File: src/rtl/chess_pkg.sv
// Shared chess definitions: square/type codes, scanner FSM states and the type legality check.
package chess_pkg;

    localparam int unsigned SQUARES = 64;
    localparam int unsigned POS_W   = 6;
    localparam int unsigned CODE_W  = 6;
    localparam int unsigned TYPE_W  = 5;
    localparam int unsigned CNT_W   = 5;

    localparam logic [TYPE_W-1:0] EMPTY  = 5'b00000;
    localparam logic [TYPE_W-1:0] KNIGHT = 5'b00001;
    localparam logic [TYPE_W-1:0] PAWN   = 5'b00010;
    localparam logic [TYPE_W-1:0] KING   = 5'b00100;
    localparam logic [TYPE_W-1:0] BISHOP = 5'b01000;
    localparam logic [TYPE_W-1:0] ROOK   = 5'b10000;
    localparam logic [TYPE_W-1:0] QUEEN  = 5'b11000;

    localparam logic WHITE = 1'b1;
    localparam logic BLACK = 1'b0;

    typedef enum logic [2:0] {
        ST_IDLE  = 3'd0,
        ST_FETCH = 3'd1,
        ST_CHECK = 3'd2,
        ST_EMIT  = 3'd3,
        ST_DONE  = 3'd4
    } scan_state_e;

    // True for any of the defined type codes, EMPTY included.
    function automatic logic is_legal_type(input logic [TYPE_W-1:0] t);
        case (t)
            EMPTY, KNIGHT, PAWN, KING, BISHOP, ROOK, QUEEN: return 1'b1;
            default:                                        return 1'b0;
        endcase
    endfunction

endpackage

File: src/rtl/board_scanner.sv
// Board scanner: walks the 64 board squares and hands qualifying squares to the ray transmitter
// under a valid/ready handshake. Optional own-colour filter: BOARD_SCAN_FILTER_EN.
module board_scanner
    import chess_pkg::*;
(
    input  logic              clk,
    input  logic              rst,
    input  logic              start,
    input  logic              abort,
    input  logic              engine_color,
    output logic              brd_rd_en,
    output logic [POS_W-1:0]  brd_addr,
    input  logic [CODE_W-1:0] brd_rdata,
    output logic [CODE_W-1:0] piece_reg,
    output logic [POS_W-1:0]  pos_reg,
    output logic              pc_valid,
    input  logic              pc_ready,
    output logic              busy,
    output logic              done,
    output logic [CNT_W-1:0]  piece_count
);

    scan_state_e       state_q, state_d;
    logic [POS_W-1:0]  addr_q, addr_d;
    logic              color_q, color_d;
    logic [CODE_W-1:0] piece_q, piece_d;
    logic [POS_W-1:0]  pos_q, pos_d;
    logic [CNT_W-1:0]  count_q, count_d;
    logic [POS_W-1:0]  baddr_q;
    logic              rd_en_q, valid_q, busy_q, done_q;
    logic              qualifies_c;
    logic              last_c;

    // Square qualification on the freshly read code.
`ifdef BOARD_SCAN_FILTER_EN
    assign qualifies_c = (brd_rdata[TYPE_W-1:0] != EMPTY)
                       && is_legal_type(brd_rdata[TYPE_W-1:0])
                       && (brd_rdata[CODE_W-1] == color_q);
`else
    logic unused_color_c;
    assign unused_color_c = color_q;
    assign qualifies_c    = 1'b1;
`endif

    assign last_c = (addr_q == POS_W'(SQUARES - 1));

    // Next-state, address counter and payload capture; abort overrides everything.
    always_comb begin
        state_d = state_q;
        addr_d  = addr_q;
        color_d = color_q;
        piece_d = piece_q;
        pos_d   = pos_q;
        count_d = count_q;
        if (abort && (state_q != ST_IDLE)) begin
            state_d = ST_IDLE;
        end else begin
            case (state_q)
                ST_IDLE: begin
                    if (start) begin
                        color_d = engine_color;
                        count_d = '0;
                        addr_d  = '0;
                        state_d = ST_FETCH;
                    end
                end
                ST_FETCH: state_d = ST_CHECK;
                ST_CHECK: begin
                    piece_d = brd_rdata;
                    pos_d   = addr_q;
                    if (qualifies_c) begin
                        state_d = ST_EMIT;
                    end else if (last_c) begin
                        state_d = ST_DONE;
                    end else begin
                        addr_d  = addr_q + POS_W'(1);
                        state_d = ST_FETCH;
                    end
                end
                ST_EMIT: begin
                    if (pc_ready) begin
                        count_d = (count_q == '1) ? count_q : count_q + CNT_W'(1);
                        if (last_c) begin
                            state_d = ST_DONE;
                        end else begin
                            addr_d  = addr_q + POS_W'(1);
                            state_d = ST_FETCH;
                        end
                    end
                end
                ST_DONE: state_d = ST_IDLE;
                default: state_d = ST_IDLE;
            endcase
        end
    end

    // State and output registers; strobes are decoded from the upcoming state so they line up with it.
    always_ff @(posedge clk or posedge rst) begin
        if (rst) begin
            state_q <= ST_IDLE;
            addr_q  <= '0;
            color_q <= 1'b0;
            piece_q <= '0;
            pos_q   <= '0;
            count_q <= '0;
            baddr_q <= '0;
            rd_en_q <= 1'b0;
            valid_q <= 1'b0;
            busy_q  <= 1'b0;
            done_q  <= 1'b0;
        end else begin
            state_q <= state_d;
            addr_q  <= addr_d;
            color_q <= color_d;
            piece_q <= piece_d;
            pos_q   <= pos_d;
            count_q <= count_d;
            rd_en_q <= (state_d == ST_FETCH);
            if (state_d == ST_FETCH) begin
                baddr_q <= addr_d;
            end
            valid_q <= (state_d == ST_EMIT);
            busy_q  <= (state_d != ST_IDLE);
            done_q  <= (state_d == ST_DONE);
        end
    end

    assign brd_rd_en   = rd_en_q;
    assign brd_addr    = baddr_q;
    assign piece_reg   = piece_q;
    assign pos_reg     = pos_q;
    assign pc_valid    = valid_q;
    assign busy        = busy_q;
    assign done        = done_q;
    assign piece_count = count_q;

endmodule

File: config.mk
export PLATFORM = sky130hd
export DESIGN_NAME = board_scanner
export DESIGN_NICKNAME = d
export VERILOG_FILES = /design/src/rtl/chess_pkg.sv /design/src/rtl/board_scanner.sv
export SDC_FILE = /design/constraint.sdc
export NUM_CORES = 1
export LEC_CHECK = 0
export ABC_AREA = 0
export BUFFER_PORTS_ARGS = -buffer_cell sky130_fd_sc_hd__buf_2
export CAP_MARGIN = 0
export CELL_PAD_IN_SITES_DETAIL_PLACEMENT = 1
export CELL_PAD_IN_SITES_GLOBAL_PLACEMENT = 2
export CORE_ASPECT_RATIO = 1.4
export CORE_UTILIZATION = 33
export DETAILED_ROUTE_END_ITERATION = 6
export PLACE_DENSITY = 0.86
export SLEW_MARGIN = 0
export SYNTH_ARGS = -nofsm -noshare
export SYNTH_HDL_FRONTEND = slang
export SYNTH_SLANG_ARGS = --single-unit
File: constraint.sdc
create_clock -name clk -period 2 [get_ports clk]
set_clock_uncertainty 0.05 [all_clocks]
set_input_delay 0.4 -clock clk [delete_from_list [all_inputs] [get_ports clk]]
set_output_delay 0.4 -clock clk [all_outputs]
set_load 0.01 [all_outputs]
* Word level (Yosys, flattened, before mapping)
Index checks and enable logic that the tools add are counted.
** Cells by class
- Mux-type cells :: 14
- Reductions and logical operators :: 7
- Eq/ne operators :: 11
- Bitwise operators :: 1
- Add/subtract/negate cells :: 2
** Operator list (count)
- $mux W6 :: 4
- $mux W5 :: 3
- $mux W3 :: 4
- $pmux W3 S4 :: 1
- $pmux W6 S2 :: 1
- $pmux W5 S2 :: 1
- $eq A3 B2 Y1 const B :: 3
- $add A6 B1 Y6 const B :: 1
- $eq A3 B1 Y1 const B :: 2
- $eq A6 B6 Y1 const B :: 1
- $ne A2 B2 Y1 const B :: 3
- $reduce_bool A3 Y1 :: 2
- $add A5 B1 Y5 const B :: 1
- $eq A5 B5 Y1 const B :: 1
- $reduce_and A5 Y1 :: 1
- $eq A3 B3 Y1 const B :: 1
- $logic_not A3 Y1 :: 1
- $reduce_and A2 Y1 :: 1
- $reduce_bool A2 Y1 :: 1
- $logic_and A1 B1 Y1 :: 1
- $not A1 Y1 :: 1
** Storage, ports and cells
- Bits in registers :: 36
- Output and inout bits :: 27
- Input bits :: 12
- Logic and storage cells :: 45

* Longest topological paths before layout
Gate-level depths: netlist (run 1).
- Depth in word-level cells :: 6
- Mapped depth :: 7
- Mapped depth without buffers :: 7

* Least setup slack after synthesis (run 1)
OpenSTA, ideal clock, no wires.
- Kind :: register to register
- Start point :: register state_q[0]
- End point :: register baddr_q[2], in the netlist brd_addr[2]
- Setup time :: 0.125 ns
- Arrival time :: 1.568 ns
- Setup slack :: 0.257 ns
- Period minus slack after synthesis :: 1.743 ns
- Buffers on the path :: 2
- Stages on the path, launching flop included :: 7
- Path through :: dfrtp_1 > buf_2 > and4bb_1 > buf_2 > or2_1 > o21ai_2 > mux2_2
** On the way
- Cells in the longest elaborated chain, start to end :: 4
- Elaborated cells on any way between the ends :: 13
- Those cells by class :: 4 x eq/ne; 6 x mux; 3 x reduce/logical
** RTL lines
- from (decl) :: RTL line board_scanner.sv:23 : scan_state_e state_q, state_d;
- from (signal assigned) :: RTL line board_scanner.sv:112 : state_q <= state_d;
- $eq A3 B2 Y1, or another cell as far along :: RTL line board_scanner.sv:58 : case (state_q)
- $pmux W3 S4 / $logic_and A1 B1 Y1 (equally long branches) :: RTL line board_scanner.sv:58, board_scanner.sv:55
- $mux W3 :: RTL line board_scanner.sv:55 : if (abort && (state_q != ST_IDLE)) begin
- $eq A3 B1 Y1 :: RTL line board_scanner.sv:119 : if (state_d == ST_FETCH) begin
- to (signal assigned) :: RTL line board_scanner.sv:120 : baddr_q <= addr_d;
- to (decl) :: RTL line board_scanner.sv:29 : logic [POS_W-1:0] baddr_q;
Several ways; a longest one is shown, not always the timed one.
A chain may end at the register's enable or synchronous reset.

* Final worst setup path (run 1)
- Start point :: register count_q[0], in the netlist piece_count[0]
- End point :: register count_q[3], in the netlist piece_count[3]
** On the way
- Cells in the longest elaborated chain, start to end :: 4
- Elaborated cells on any way between the ends :: 7
- Those cells by class :: 1 x add/sub; 2 x eq/ne; 3 x mux; 1 x reduce/logical
** RTL lines
- from (decl) :: RTL line board_scanner.sv:28 : logic [CNT_W-1:0] count_q, count_d;
- from (signal assigned) :: RTL line board_scanner.sv:117 : count_q <= count_d;
- $add A5 B1 Y5 :: RTL line board_scanner.sv:82 : count_d = (count_q == '1) ? count_q : count_q + CNT_W'(1);
- $mux W5 :: RTL line board_scanner.sv:82
- $mux W5 :: RTL line board_scanner.sv:81 : if (pc_ready) begin
- $pmux W5 S2 :: RTL line board_scanner.sv:58
Several ways; a longest one is shown, not always the timed one. The select of a mux whose other input is x is not followed.

==> results of run 1 <==
## metrics by stage
step           hold WS (ns)  worst slack, ns  util, %  power, mW
5_1_grt               0.196           0.0255     43.6       2.10
4_1_cts               0.166            0.158     43.6       2.03
2_1_floorplan         0.453            0.257        -       1.26
3_5_place_dp          0.427            0.177     41.5       1.47
6_report              0.147            0.176     43.6       1.99
3_3_place_gp          0.428            0.225     41.5       1.43
## cells in the mapped netlist, types with 2 or more instances
cell / count
inv_1: 5
nand3_1: 5
ha_1: 3
nand4_1: 2
nand2_1: 8
o211ai_1: 3
nor2_1: 8
o21ai_0: 6
mux2_2: 14
a22o_1: 5
a21oi_1: 4
dfrtp_1: 36
o2bb2ai_1: 2
buf_2: 3
and2_1: 2
nand2b_1: 4
## routing by layer
| metal | vias to the layer above | track usage, % |
|---|---|---|
| met3 | 5 | 4.31 |
| met4 | 0 | 3.72 |
| met5 | - | 0 |
| met1 | 629 | 18.8 |
| li1 | 588 | - |
| met2 | 34 | 28.9 |
## final timing paths
kind	from	to	slack, ns	depth (start not counted)
max	piece_count[0]	piece_count[3]	0.18	6
min	rst	brd_addr[2]	0.15	3
max reg2reg	piece_count[0]	piece_count[3]	0.18	6
min reg2reg	brd_addr[5]	brd_addr[5]	0.45	1
max in group asynchronous	rst	piece_count[4]	1.43	3
min in group clk	brd_rdata[5]	piece_reg[5]	0.30	2
## cell type report
type	count	area, um^2	area share (%)
multi-input combinational	91	676	33.7
clock buffer	7	96.3	4.80
timing repair buffer	44	238	11.8
tap	62	77.6	3.87
sequential	36	901	44.9
inverter	5	18.8	0.935
## worst reg2reg max path: stages, from the launching register on
cell     delay, ns
dfrtp_1       0.42
ha_1          0.25
and3_1        0.20
ha_1          0.20
nor4b_1       0.38
xnor2_1       0.17
nor2_1        0.05
## kinds of logic after synthesis
family	share of synthesized area, %
AOI/OAI and AO/OA	13.0
xor gates and xnor gates	0.543
adders and majority gates	2.33
buffers and inverters	2.56
DFF	55.9
muxes	10.5
and+or+nand+nor	15.2
## power groups by stage
stage,sequential (mW),clock [mW],combinational [mW]
2_1_floorplan,0.989,0,0.268
3_3_place_gp,0.952,0,0.479
3_5_place_dp,0.967,0,0.501
4_1_cts,0.955,0.574,0.500
5_1_grt,0.969,0.591,0.544
6_report,0.953,0.553,0.489
==> key figures, run 1 <==
Status
  – Outcome: finished, final reports clean

Route
  – Routed length on met2: 2.04 mm
  – Drt drc: 0
  – Final wirelength: 3.71 mm
  – Top Layer Used: met4
  – Routed vias: 1256
  – WL met1: 1.44 mm
  – 1st-iter DRT viols: 17
  – Via density per instance: 5.13
  – Drt wl/cell: 15.1 um
  – Pre-antenna DRT Iters: 4
  – Met3 routed WL: 188 um
  – Post-route ant nets: 0

Setup path
  – Cell Chain, Critical Path: ha_1 > and3_1 > ha_1 > nor4b_1 > xnor2_1 > nor2_1
  – Crit path kind: reg -> reg
  – Worst-path maximum fanout: 5
  – CP dominant cell by count: ha_1
  – Worst Path Arrival: 1.96 ns
  – CP peak stage delay: 0.42 ns
  – CP top delay family: simple AND/OR/NAND/NOR gates
  – Critical Path RT: 2.14 ns
  – Critical-path top delay cell: dfrtp_1
  – Worst setup EP type: flop
  – Startpoint Class: flop
  – CP bufs+invs: 0

Pwr
  – Sw Share: 30.4%
  – Cell Int Power: 1.39 mW
  – PD cells: 994 nW/um^2
  – Net switching power: 0.606 mW
  – Logic pwr share: 24.5%
  – Clock share of power: 27.7%
  – Seq pwr share: 47.8%
  – P_leak: 1.01 nW
  – VDD IR-drop max: 0.675 mV

Global route
  – First-pass GRT wire length: 6.28 mm
  – Grt ovf: 0
  – Vias in the first global route: 1350
  – Largest net degree at the start of global routing: 37
  – Total track usage: 16.3%
  – Antenna violations before repair: 0

Layout
  – Fin cells: 245
  – ANT cells: 0
  – Layout Nets: 198
  – Most common cell after layout, fill and taps aside: buf_2
  – # fillers: 537
  – Commonest non-fill, non-tap cells in the layout: buf_2, dfrtp_1, mux2_2, nand2_1, nor2_1
  – Finished Cell Area: 2010 um^2
  – Syn-to-layout area delta: 24.4%
  – Layout cells sized above 1: 37.7%

Die
  – Die H: 84.7 um
  – Starting density of the core: 35.0%
  – Core Area: 4610 um^2
  – Width of the die: 61.1 um
  – Rows: 29
  – Ports: 39
  – Total Die Area: 5170 um^2

Yosys
  – EDFF count, synth: 0
  – Syn_nets: 152
  – Leading post-synthesis cells by cell area: dfrtp_1, mux2_2, a22o_1
  – Yosys cell types: 43
  – Area leader, netlist: dfrtp_1
  – Post-synthesis cell count: 137
  – Synth Register Bits: 36
  – Yosys top cell area share: 55.9%
  – Post-synthesis average cell area: 11.8 um^2
  – Seq/Total Area, Yosys: 55.9%
  – Post-synth top flop: dfrtp_1
  – Post-synth ARST share: 100%
  – YS warnings: 0
  – Mapped Area: 1610 um^2

Clocking
  – Worst skew pair latency: 0.29 ns
  – # H-tree levels: 2
  – CTS Root Cell: clkbuf_8
  – CTS clock-pin slew for the worst setup and hold paths: 0.07 ns
  – CTS max path bufs: 2
  – Postcts setup bufs: 0
  – TritonCTS clock tree: done
  – TritonCTS buffer count: 5
  – Post-cts hold buffer count: 0
  – Sink Count: 36
  – CTS resizes: 0

Place
  – Placement Cell Area: 1910 um^2
  – Post-DP HPWL: 2.85 mm
  – Inst Count DP: 238
  – PortBufs: 37
  – Gp weighted congestion: 0.784

Timing
  – Highest achievable clock rate: 0.548 GHz
  – RSZ-0062 raised after global routing: false
  – Least-Margin Pin Slew: 0.452 ns
  – Final Critical Period: 1.82 ns
  – Final Hold Vio Count: 0
  – Setup_tns: 0 ns
  – Slew Viols, Final: 0
  – Number of setup violations in the final report: 0
  – Relative slew margins: 69.9%
  – Tcrit/Tclk final: 91.2%

Hold path
  – HP Class: in -> async

Flow run
  – Max-cap violation count: 0
Note: power is estimated with default switching activity, not from simulation.
==> run 2, diff against run 1 <==
--- a/config.mk
+++ b/config.mk
@@ -5,13 +5,14 @@
 export SDC_FILE = /design/constraint.sdc
 export NUM_CORES = 1
 export LEC_CHECK = 0
-export ABC_AREA = 0
+export ABC_AREA = 1
 export BUFFER_PORTS_ARGS = -buffer_cell sky130_fd_sc_hd__buf_2
 export CAP_MARGIN = 0
 export CELL_PAD_IN_SITES_DETAIL_PLACEMENT = 1
 export CELL_PAD_IN_SITES_GLOBAL_PLACEMENT = 2
 export CORE_ASPECT_RATIO = 1.4
-export CORE_UTILIZATION = 33
+export CORE_UTILIZATION = 31
+export CTS_CLUSTER_DIAMETER = 60
 export DETAILED_ROUTE_END_ITERATION = 6
 export PLACE_DENSITY = 0.86
 export SLEW_MARGIN = 0
==> run 2 against run 1 <==
Design area is 5.6% higher. Clock-buffer cell count did not move. Wire length rose by 6.0%. Die area is 14% higher. Core utilization decreased by 3.4 points. Total power up 19%. Non-clock buffer count down 1. First-iteration DRC count is 82% higher. Critical path depth grew 2.
==> key figures, run 2 <==
Clocking
  – CTS Root Cell: clkbuf_8
  – TritonCTS clock tree: done
  – # H-tree levels: 2
  – CTS clock-pin slew for the worst setup and hold paths: 0.07 ns
  – Sink Count: 36
  – TritonCTS buffer count: 5
  – Post-cts hold buffer count: 0
  – CTS resizes: 0
  – Worst skew pair latency: 0.29 ns
  – Postcts setup bufs: 0
  – CTS max path bufs: 2

Setup path
  – Cell Chain, Critical Path: ha_1 > nand2_1 > nor2_1 > ha_1 > o31ai_4 > nand2_4 > nand2_1 > nand2_1
  – CP dominant cell by count: nand2_1
  – Critical Path RT: 2.13 ns
  – Worst-path maximum fanout: 6
  – CP peak stage delay: 0.42 ns
  – Reg2reg start: piece_count[0]
  – Critical-path top delay cell: dfrtp_1
  – Worst Path Arrival: 1.90 ns
  – Crit path kind: reg -> reg
  – Crit path from: piece_count[0]
  – CP top delay family: adder cells
  – Startpoint Class: flop
  – CP bufs+invs: 0
  – Worst setup EP type: flop

Yosys
  – Most frequent cell after synthesis: nand2_1
  – YS warnings: 0
  – Syn_nets: 213
  – Mapped Area: 1730 um^2
  – Leading post-synthesis cells by cell area: dfrtp_1, nand2_1, mux2_2
  – Post-synthesis average cell area: 8.73 um^2
  – Yosys cell types: 24
  – EDFF count, synth: 0
  – Post-synth ARST share: 100%
  – Yosys top cell area share: 52.1%
  – Seq/Total Area, Yosys: 52.1%
  – Synth Register Bits: 36
  – Most frequent cells after synthesis: nand2_1, dfrtp_1, inv_1, nor2_1, nand3_1
  – Post-synth top flop: dfrtp_1
  – Area leader, netlist: dfrtp_1
  – Post-synthesis cell count: 198

Pwr
  – Sw Share: 37.6%
  – VDD IR-drop max: 0.473 mV
  – Cell Int Power: 1.48 mW
  – P_leak: 1.21 nW
  – PD cells: 1120 nW/um^2
  – Net switching power: 0.888 mW
  – Logic pwr share: 37.2%
  – Clock share of power: 23.0%
  – Seq pwr share: 39.8%

Timing
  – Tcrit/Tclk final: 88.2%
  – Highest achievable clock rate: 0.567 GHz
  – Number of setup violations in the final report: 0
  – RSZ-0062 raised after global routing: false
  – Least-Margin Pin Slew: 0.449 ns
  – Slew Viols, Final: 0
  – Final Hold Vio Count: 0
  – Final Critical Period: 1.76 ns
  – Relative slew margins: 70.1%
  – Setup_tns: 0 ns

Global route
  – Total track usage: 15.9%
  – Grt ovf: 0
  – Largest net degree at the start of global routing: 37
  – First-pass GRT wire length: 7.23 mm
  – Vias in the first global route: 1527
  – Antenna violations before repair: 0

Layout
  – Layout Nets: 261
  – Commonest non-fill, non-tap cells in the layout: nand2_1, buf_2, dfrtp_1, inv_1, nor2_1
  – Area of the multi-input gates: 724 um^2
  – ANT cells: 0
  – Most common cell after layout, fill and taps aside: nand2_1
  – # fillers: 676
  – Reg area: 901 um^2
  – Layout cells sized above 1: 29.1%
  – Finished Cell Area: 2120 um^2
  – Syn-to-layout area delta: 22.6%

Place
  – Post-DP HPWL: 2.96 mm
  – PortBufs: 37
  – Gp weighted congestion: 0.788
  – Placement Cell Area: 2030 um^2

Die
  – Core Area: 5280 um^2
  – Starting density of the core: 32.8%
  – Rows: 31
  – Ports: 39
  – Width of the die: 65.1 um
  – Die H: 90.4 um
  – Total Die Area: 5880 um^2

Route
  – Post-route ant nets: 0
  – Routed vias: 1405
  – Drt drc: 0
  – Drt wl/cell: 12.6 um
  – Via density per instance: 4.49
  – Pre-antenna DRT Iters: 4
  – 1st-iter DRT viols: 31
  – Final wirelength: 3.93 mm

Hold path
  – HP Class: in -> async

Status
  – Outcome: finished, final reports clean

Flow run
  – Max-cap violation count: 0
[run 2: cell types whose count changed after synthesis, sizes merged, moves of 3 or more]
| cell | change |
|---|---|
| mux2 | -6 |
| nand2b | -4 |
| o211ai | -3 |
| inv | +17 |
| nand2 | +68 |
| nor2 | +10 |
| nand3 | +9 |
| a22o | -5 |
| o21ai | -3 |
[run 2: logic make-up (layout without fill, tap and decap cells)]
kind of cell / Yosys count / count (layout) / share of synthesized area (%)
simple gates: 115 / 115 / 29.8
mux: 9 / 9 / 5.86
xor+xnor: 1 / 1 / 0.507
flops: 36 / 36 / 52.1
compound gates: 9 / 9 / 3.55
fa+ha+maj: 3 / 3 / 2.17
buf+inv: 25 / 74 / 6.01
[run 2: worst min-delay path, stage by stage]
cell	delay, ns
buf_2	0.09
inv_1	0.04
buf_4	0.39
[run 2: metal layers]
layer  global-route usage [%]  up-vias  routed length (um)
met2                     27.5       25                1980
li1                         -      716                   -
met4                     5.07        0                  63
met1                     19.3      657                1750
met5                        0        -                   0
met3                     3.16        7                 137
[run 2: power by group through the flow]
stage | combinational (mW) | sequential, mW | clock [mW]
final | 0.878 | 0.942 | 0.543
after global routing | 0.998 | 0.962 | 0.604
after CTS | 0.906 | 0.945 | 0.569
after detailed placement | 0.898 | 0.960 | 0
after global placement | 0.878 | 0.952 | 0
after floorplan | 0.542 | 1.02 | 0
[run 2: final timing paths]
| check | end | cells past startpoint | slack, ns |
|---|---|---|---|
| max | piece_count[0] | 8 | 0.24 |
| min | busy | 3 | 0.16 |
| max reg2reg | piece_count[0] | 8 | 0.24 |
| min reg2reg | pos_reg[3] | 2 | 0.43 |
| max in group asynchronous | brd_addr[4] | 3 | 1.43 |
| min in group clk | piece_reg[2] | 2 | 0.29 |
[run 2: final cells by class]
class                           instances  share of cell area, %
Sequential cell                        36                   42.5
Multi-Input combinational cell        137                   34.2
Timing Repair Buffer                   43                   10.9
Inverter                               23                   4.13
Clock buffer                            7                   4.07
Tap cell                               66                   3.90
Clock inverter                          1                  0.354
[run 2: per-stage QoR]
step / instances / setup WS [ns] / power [mW] / hold WS (ns) / utilization, %
after floorplan: 198 / 0.335 / 1.56 / 0.459 / -
after global placement: 305 / 0.244 / 1.83 / 0.411 / 38.4
after detailed placement: 305 / 0.229 / 1.86 / 0.418 / 38.4
after CTS: 313 / 0.216 / 2.42 / 0.174 / 40.2
after global routing: 313 / 0.0807 / 2.56 / 0.209 / 40.2
final: 313 / 0.236 / 2.36 / 0.155 / 40.2
